--- src/rtl/ifu_pc_gen_if.sv ---
// Fetch-side bus bundle for ifu_pc_gen.
// master: the PC generator (drives the fetch request and the held instruction).
// slave : the environment (instruction memory plus IDU).
//   imem_req_valid_o/imem_req_ready_i/imem_addr_o : fetch request handshake
//   imem_rsp_valid_i/imem_rsp_data_i              : one-cycle fetch response
//   inst_valid_o/inst_ready_i/inst_o/pc_o         : instruction held for the IDU
interface ifu_pc_gen_if #(
    parameter int unsigned ADDR_W = 32,
    parameter int unsigned INST_W = 32
);
    logic              imem_req_valid_o;
    logic              imem_req_ready_i;
    logic [ADDR_W-1:0] imem_addr_o;
    logic              imem_rsp_valid_i;
    logic [INST_W-1:0] imem_rsp_data_i;
    logic              inst_valid_o;
    logic              inst_ready_i;
    logic [INST_W-1:0] inst_o;
    logic [ADDR_W-1:0] pc_o;

    modport master (
        output imem_req_valid_o, imem_addr_o, inst_valid_o, inst_o, pc_o,
        input  imem_req_ready_i, imem_rsp_valid_i, imem_rsp_data_i, inst_ready_i
    );

    modport slave (
        input  imem_req_valid_o, imem_addr_o, inst_valid_o, inst_o, pc_o,
        output imem_req_ready_i, imem_rsp_valid_i, imem_rsp_data_i, inst_ready_i
    );
endinterface

--- src/rtl/ifu_pc_gen.sv ---
// Fetch PC generator / instruction sequencer. Issues one outstanding fetch at
// a time, holds the returned instruction for the IDU, and follows decode-stage
// redirects, discarding any fetch that a redirect has made stale.
// Ports:
//   clk          rising-edge clock
//   rst          asynchronous active-low reset
//   branch_en_i  redirect strobe from the decode branch unit
//   dnpc_i       redirect target (low two bits ignored)
//   bus          ifu_pc_gen_if.master: imem request/response and IDU handshake
module ifu_pc_gen #(
    parameter int unsigned      ADDR_W   = 32,
    parameter int unsigned      INST_W   = 32,
    parameter logic [ADDR_W-1:0] RESET_PC = ADDR_W'(32'h8000_0000)
) (
    input  logic              clk,
    input  logic              rst,
    input  logic              branch_en_i,
    input  logic [ADDR_W-1:0] dnpc_i,
    ifu_pc_gen_if.master      bus
);

    typedef enum logic [2:0] {
        S_IDLE,
        S_REQ,
        S_WAIT,
        S_HOLD,
        S_DROP
    } state_t;

    state_t            state_q, state_d;
    logic [ADDR_W-1:0] pc_q, pc_d;
    logic [INST_W-1:0] inst_q, inst_d;
    logic              req_valid_q;
    logic              inst_valid_q;
    logic [ADDR_W-1:0] pc_new;
    logic              req_hs;

    // Redirect targets are word aligned.
    assign pc_new = dnpc_i & ~ADDR_W'(3);
    assign req_hs = req_valid_q & bus.imem_req_ready_i;

    // Next-state, next-PC and instruction capture.
    always_comb begin
        state_d = state_q;
        pc_d    = pc_q;
        inst_d  = inst_q;
        unique case (state_q)
            S_IDLE: begin
                state_d = S_REQ;
                if (branch_en_i) pc_d = pc_new;
            end
            S_REQ: begin
                if (branch_en_i) begin
                    pc_d = pc_new;
                    // An accepted old-PC fetch must still be drained.
                    if (req_hs) state_d = S_DROP;
                end else if (req_hs) begin
                    state_d = S_WAIT;
                end
            end
            S_WAIT: begin
                if (branch_en_i) begin
                    pc_d    = pc_new;
                    state_d = bus.imem_rsp_valid_i ? S_REQ : S_DROP;
                end else if (bus.imem_rsp_valid_i) begin
                    inst_d  = bus.imem_rsp_data_i;
                    state_d = S_HOLD;
                end
            end
            S_HOLD: begin
                if (branch_en_i) begin
                    pc_d    = pc_new;
                    state_d = S_REQ;
                end else if (bus.inst_ready_i) begin
                    pc_d    = pc_q + ADDR_W'(4);
                    state_d = S_REQ;
                end
            end
            S_DROP: begin
                if (branch_en_i) pc_d = pc_new;
                if (bus.imem_rsp_valid_i) state_d = S_REQ;
            end
            default: state_d = S_IDLE;
        endcase
    end

    // State, PC, instruction and registered strobes.
    always_ff @(posedge clk or negedge rst) begin
        if (!rst) begin
            state_q      <= S_IDLE;
            pc_q         <= RESET_PC;
            inst_q       <= '0;
            req_valid_q  <= 1'b0;
            inst_valid_q <= 1'b0;
        end else begin
            state_q      <= state_d;
            pc_q         <= pc_d;
            inst_q       <= inst_d;
            req_valid_q  <= (state_d == S_REQ);
            inst_valid_q <= (state_d == S_HOLD);
        end
    end

    assign bus.imem_req_valid_o = req_valid_q;
    assign bus.imem_addr_o      = pc_q;
    assign bus.inst_valid_o     = inst_valid_q;
    assign bus.inst_o           = inst_q;
    assign bus.pc_o             = pc_q;

endmodule

--- src/flat_wrapper.sv ---
// flat-port wrapper written by rule: the top's interface ports become plain ports
module ifu_pc_gen_flat 
#(
    parameter int unsigned      ADDR_W   = 32,
    parameter int unsigned      INST_W   = 32,
    parameter logic [ADDR_W-1:0] RESET_PC = ADDR_W'(32'h8000_0000)
)
  (clk, rst, branch_en_i, dnpc_i, bus_imem_req_valid_o, bus_imem_addr_o, bus_inst_valid_o, bus_inst_o, bus_pc_o, bus_imem_req_ready_i, bus_imem_rsp_valid_i, bus_imem_rsp_data_i, bus_inst_ready_i);
  ifu_pc_gen_if #(.ADDR_W(ADDR_W), .INST_W(INST_W)) bus_i ();
  input  logic clk;
  input  logic rst;
  input  logic branch_en_i;
  input  logic [ADDR_W-1:0] dnpc_i;
  output wire logic [$bits(bus_i.imem_req_valid_o)-1:0] bus_imem_req_valid_o;
  output wire logic [$bits(bus_i.imem_addr_o)-1:0] bus_imem_addr_o;
  output wire logic [$bits(bus_i.inst_valid_o)-1:0] bus_inst_valid_o;
  output wire logic [$bits(bus_i.inst_o)-1:0] bus_inst_o;
  output wire logic [$bits(bus_i.pc_o)-1:0] bus_pc_o;
  input wire logic [$bits(bus_i.imem_req_ready_i)-1:0] bus_imem_req_ready_i;
  input wire logic [$bits(bus_i.imem_rsp_valid_i)-1:0] bus_imem_rsp_valid_i;
  input wire logic [$bits(bus_i.imem_rsp_data_i)-1:0] bus_imem_rsp_data_i;
  input wire logic [$bits(bus_i.inst_ready_i)-1:0] bus_inst_ready_i;
  assign bus_imem_req_valid_o = bus_i.imem_req_valid_o;
  assign bus_imem_addr_o = bus_i.imem_addr_o;
  assign bus_inst_valid_o = bus_i.inst_valid_o;
  assign bus_inst_o = bus_i.inst_o;
  assign bus_pc_o = bus_i.pc_o;
  assign bus_i.imem_req_ready_i = bus_imem_req_ready_i;
  assign bus_i.imem_rsp_valid_i = bus_imem_rsp_valid_i;
  assign bus_i.imem_rsp_data_i = bus_imem_rsp_data_i;
  assign bus_i.inst_ready_i = bus_inst_ready_i;
  ifu_pc_gen #(.ADDR_W(ADDR_W), .INST_W(INST_W), .RESET_PC(RESET_PC)) u_core (.clk(clk), .rst(rst), .branch_en_i(branch_en_i), .dnpc_i(dnpc_i), .bus(bus_i));
endmodule
--- config.mk ---
export PLATFORM = sky130hd
export DESIGN_NAME = ifu_pc_gen_flat
export DESIGN_NICKNAME = d
export VERILOG_FILES = /design/src/rtl/ifu_pc_gen_if.sv /design/src/rtl/ifu_pc_gen.sv /design/src/flat_wrapper.sv
export SDC_FILE = /design/constraint.sdc
export NUM_CORES = 1
export LEC_CHECK = 0
export CAP_MARGIN = 20
export CORE_MARGIN = 5
export CORE_UTILIZATION = 42
export DETAILED_ROUTE_END_ITERATION = 12
export GPL_TIMING_DRIVEN = 0
export PLACE_DENSITY = 0.8
export SYNTH_ARGS = -nofsm -noshare
export SYNTH_HDL_FRONTEND = slang
export SYNTH_SLANG_ARGS = --single-unit
--- constraint.sdc ---
create_clock -name clk -period 2.5 [get_ports clk]
set_input_delay 0.75 -clock clk [delete_from_list [all_inputs] [get_ports clk]]
set_output_delay 0.75 -clock clk [all_outputs]
set_load 0.005 [all_outputs]
; ---- Yosys cells after proc, flatten, opt, wreduce, memory -nomap -nowiden
; Index checks and enable logic that the tools add are counted.
[word_totals]
regBits = 69
latchBits = 0
ram_bits = 0
romBits = 0
in_bits = 70
word_cells = 35
memories = 0
[op_classes]
addsub = 1
multipliers = 0
div = 0
n_lt_le_gt_ge = 0
eq_ne = 8
shifts = 0
n_mux = 14
bitwise_logic = 2
reduce_logical = 5
[op_table]
columns = op, count
row1 = $mux 32, 3
row2 = $pmux 32 s2, 1
row3 = $add 32x3->32 const B, 1
row4 = $mux 3, 9
row5 = $pmux 3 s5, 1
row6 = $eq 3x2->1 const B, 3
row7 = $eq 3x1->1 const B, 2
row8 = $reduce_and 3->1, 2
row9 = $reduce_or 4->1, 1
row10 = $eq 3x3->1 const B, 1
row11 = $logic_not 3->1, 1
row12 = $ne 3x3->1 const B, 1
row13 = $ne 2x1->1 const B, 1
row14 = $reduce_bool 2->1, 1
row15 = $and 1x1->1, 1
row16 = $not 1->1, 1

; ---- Logic depth before layout (Yosys ltp)
[logic_depth]
ltp_word = 5
depth_mapped = 8

; ---- Worst setup path before layout
; OpenSTA, ideal clock, no wires.
[synth_timing]
path_type = in2reg
from = in branch_en_i
to = reg u_core.pc_q[28] (netlist: u_core.bus.imem_addr_o[28])
setup_time_ns = 0.087
arrival_time_ns = 2.132
required_ns = 2.413
setup_slack_ns = 0.281
path_stages = 6
n_path_buf = 2
cell_sequence = or3b_1 -> buf_2 -> and3_4 -> buf_6 -> or4_1 -> o211ai_1
[synth_via]
elab_chain_cells = 2
word_cells_on_any_way = 5
cone_classes = 2 x eq/ne / 2 x mux / 1 x reduce/logical
[synth_lines]
columns = item, line_no
row1 = "start, declared", flat_wrapper.sv:12  ; input logic branch_en_i;
row2 = $ne 3x3->1 (no source line) (tied with other cells), -
row3 = $reduce_and 3->1 (no source line) / $pmux 32 s2 (equally long branches), -
row4 = "end signal, assigned", ifu_pc_gen.sv:97  ; pc_q <= pc_d;
row5 = "end, declared", ifu_pc_gen.sv:31  ; logic [ADDR_W-1:0] pc_q, pc_d;
; Parallel ways exist; a longest one is shown, timed or not.
; A chain may end at the register's enable or synchronous reset.

; ---- Worst setup path in the final report
[layout_timing]
from = reg u_core.pc_q[6] (netlist: u_core.bus.imem_addr_o[6])
to = reg u_core.pc_q[20] (netlist: u_core.bus.imem_addr_o[20])
[layout_via]
elab_chain_cells = 4
[layout_lines]
columns = item, line_no
row1 = $add 32x3->32, ifu_pc_gen.sv:75  ; pc_d = pc_q + ADDR_W'(4);
row2 = $mux 32, ifu_pc_gen.sv:74  ; end else if (bus.inst_ready_i) begin
row3 = $mux 32, ifu_pc_gen.sv:71  ; if (branch_en_i) begin
row4 = $pmux 32 s2, ifu_pc_gen.sv:47  ; unique case (state_q)
; No other way between the ends. The select of a mux whose other input is x is not followed.

==> key figures <==
Routing
  • Detail Route met2 WL: approximately 6300 um
  • DR pass1 iterations: 5
  • # DRC: 0
  • Vias per cell: 5.60
  • DR iter-0 viols: 274
  • Uppermost layer routed: met4
  • Met3 Wirelength: between 800 and 900 um
  • WL met1: roughly 4800 um
  • Post-Route WL: between 10000 and 15000 um
  • Via count: 3716
  • Antenna viol nets, final: 0
  • Routed length per instance: approximately 18 um

Yosys
  • Synth area leader: dfrtp_1
  • Sequential share of the synthesized area: 44.3%
  • Post-Syn Area: between 3000 and 4000 um^2
  • Library cells used by synthesis: 54
  • Top-area cell type share of the netlist area: 43.6%
  • Post-synth EDFFs: 0
  • Dominant cells by area after synthesis: dfrtp_1 44%, mux2_2 9.8%, buf_4 6.7%
  • Top FF cell, synth: dfrtp_1
  • Synth warn: 0
  • Post-synth ARST share: 100%
  • Cells after Synth: around 380
  • FF+latch count, synth: 67
  • Syn_area_per_cell: ~10 um^2

Cells and area
  • Layout fillers: between 700 and 800
  • Post-route design area: slightly below 6000 um^2
  • Diode count: 0
  • Area grow syn2layout: 52.8%
  • Final cell utilization of the core: between 60% and 70%
  • Nets: 622
  • Layout cell share with drive strength beyond 1: 18.7%

Global route
  • Global-route wire length before repair: slightly below 20000 um
  • Vias in the first global route: around 3.7k
  • Global route overflow: 0
  • Largest net degree at the start of global routing: just under 70
  • GRT Total Usage: 21.4%
  • Initial antenna violation count: 0

Pwr
  • Pwr Density: between 1000 and 1500 nW/um^2
  • VDD IR-drop max: about 0.00067 V
  • Leakage: between 2 and 2.5 nW
  • Final Power: around 0.0065 W
  • Sw power: approximately 0.0022 W
  • Clock share of power: between 15 and 20%
  • Seq pwr share: roughly a third
  • Sw Share: 34.2%
  • Pint: ~0.0043 W
  • Combinational Power Share: 51.3%

Worst setup path
  • Worst Path Required: ~2800 ps
  • WP data arrival: approximately 2600 ps
  • Reg2Reg Depth: 6
  • Crit-path max FO: 9
  • Critical path type: register to register
  • Startpoint types: register
  • CP Capture Type: register

Floorplanning
  • Width of the die: about 110 um
  • I/O pin total: around 170
  • Die span in y: around 110 um
  • Core ar.: roughly 8800 um^2
  • Die Area: around 11000 um^2
  • # rows: 34
  • Starting Density: 43.3%

CTS
  • TritonCTS sink count: between 60 and 70
  • Clk slew on worst S/H paths: about 70 ps
  • Worst skew pair latency: ~350 ps
  • CTS root buf: clkbuf_8
  • CTS buffer count: 9
  • H-tree lvl count: 3
  • Post-CTS Setup Bufs: 0
  • Longest Clk Path Bufs: 2
  • TritonCTS clock tree: done

Placement
  • I/O Buffers: approximately 160
  • Routability cong.: ~0.94
  • Post-DP Area: 5550 um^2
  • DP HPWL: around 9000 um

STA
  • Final clock skew: 10.7 ps
  • Final Cycle Share: approximately 90%
  • RSZ-0062 raised after global routing: no
  • Tightest Pin Transition: about 850 ps
  • Max Slew Vio Count: 0
  • Crit path time final: 2310 ps
  • Fmax: between 0.4 and 0.5 GHz
  • Final hold violation count: 0
  • Final Setup Violations: 0
  • Relative slew slack: around 43%

Hold path
  • Worst Hold Depth: 1
  • HP Class: register to register

Run status
  • Status: finished, final reports clean

Run
  • Max_cap viols: 0
[state kept, by name, summed over array words and instances, names as in the netlist]
signal / cells
u_core.state_q: 3
u_core.bus.inst_valid_o: 1
u_core.bus.imem_req_valid_o: 1
u_core.bus.inst_o: 32
u_core.bus.imem_addr_o: 30
[routing by layer]
metal	track usage [%]	vias to the layer above
met4	5.48	0
met3	4.25	13
met1	27.4	1792
met5	0	-
li1	-	1737
met2	36.8	174
[power groups by stage]
| stage | clock network, W | logic [W] | registers [W] |
|---|---|---|---|
| after global routing | 0.00108 | 0.00356 | 0.00223 |
| after global placement | 0 | 0.00326 | 0.00211 |
| after detailed placement | 0 | 0.00331 | 0.00214 |
| after floorplan | 0 | 0.00142 | 0.00207 |
| final | 0.00101 | 0.00331 | 0.00213 |
| after CTS | 0.00103 | 0.00334 | 0.00213 |
[synth_stat cells, types with 2 or more instances]
master,instances
nand2_1,14
a2bb2oi_1,2
or4_1,5
a21o_1,2
and4_1,3
buf_1,2
o22ai_1,7
a22oi_1,4
nor2b_1,2
buf_2,5
clkbuf_1,14
a31oi_1,3
mux2_2,33
nand3_1,24
nor4b_1,3
o22a_1,3
o32ai_1,2
nor2_1,13
a21oi_1,14
inv_1,11
a41oi_1,2
nand4b_1,2
and2_1,5
mux2i_1,10
a311oi_1,6
o311ai_0,2
a22o_1,2
nand2b_1,5
and3_1,3
nor4_1,8
nor3_1,10
o211ai_1,3
a211oi_1,8
o2bb2a_1,4
dfrtp_1,66
buf_6,2
nand4_1,14
o21ai_0,8
buf_4,34
[final cells by class]
type	instances	area (um^2)	share of cell area (%)
buffer	58	378	6.52
clock buffer	10	128	2.20
tap	108	135	2.33
multi-input combinational	242	1730	29.8
timing repair buffer	162	1620	27.9
inverter	11	41.3	0.713
sequential	67	1680	29.0
clock inverter	6	90.1	1.56
[what timing repair did]
item,CTS,global route
setup endpoints to repair,42,45
gates resized for setup,6,6
hold buffers,0,0
gates cloned,0,0
[worst max-delay path: stages (launching register included)]
cell and delay [ps]:
dfrtp_1 380, clkbuf_2 200, and4_1 200, clkbuf_1 350, nand4_1 390, or4_1 580, o2111ai_1 120
[layout by cell type (no fill, tap or decap), drive strengths merged, types with 5 or more instances in the layout]
master	Yosys	routed
a211oi	8	8
a21oi	14	14
a311oi	6	6
and2	5	5
buf	43	44
clkbuf	15	26
clkdlybuf4s50	0	159
dfrtp	66	66
inv	11	11
mux2	33	33
mux2i	10	10
nand2	14	14
nand2b	5	5
nand3	24	24
nand4	14	14
nor2	13	13
nor3	10	10
nor4	8	8
o21ai	8	8
o22ai	7	7
or4	5	5
[metrics by stage]
step | setup TNS, ps | hold WS [ps] | std cells | setup slack (ps)
global route | 0 | 524 | 664 | 13.8
CTS | 0 | 509 | 663 | 0.760
detailed placement | -27040 | 492 | 647 | -558
floorplan | 0 | 454 | 378 | 281
global placement | -134750 | 486 | 647 | -1630
finish | 0 | 505 | 664 | 189
[logic make-up (layout without fill, tap and decap cells)]
kind of cell,Yosys count,count (layout),share of synthesized area [%]
flops,67,67,44.3
compound gates,77,77,14.5
fa+ha+maj,2,2,0.594
buf+inv,69,247,10.8
mux,43,43,12.4
simple gates,116,116,17.3
other cells,1,4,0.0989
[worst paths after layout]
check	slack [ps]	end	startpoint
min in group asynchronous	510	u_core.bus.inst_o[10]	rst
min reg2reg	500	u_core.bus.inst_o[26]	u_core.bus.inst_o[26]
max	190	u_core.bus.imem_addr_o[20]	u_core.bus.imem_addr_o[6]
max in group asynchronous	1440	u_core.bus.imem_addr_o[28]	rst
min	500	u_core.bus.inst_o[26]	u_core.bus.inst_o[26]
max reg2reg	190	u_core.bus.imem_addr_o[20]	u_core.bus.imem_addr_o[6]
No activity file was read; power rests on OpenSTA's default activity.
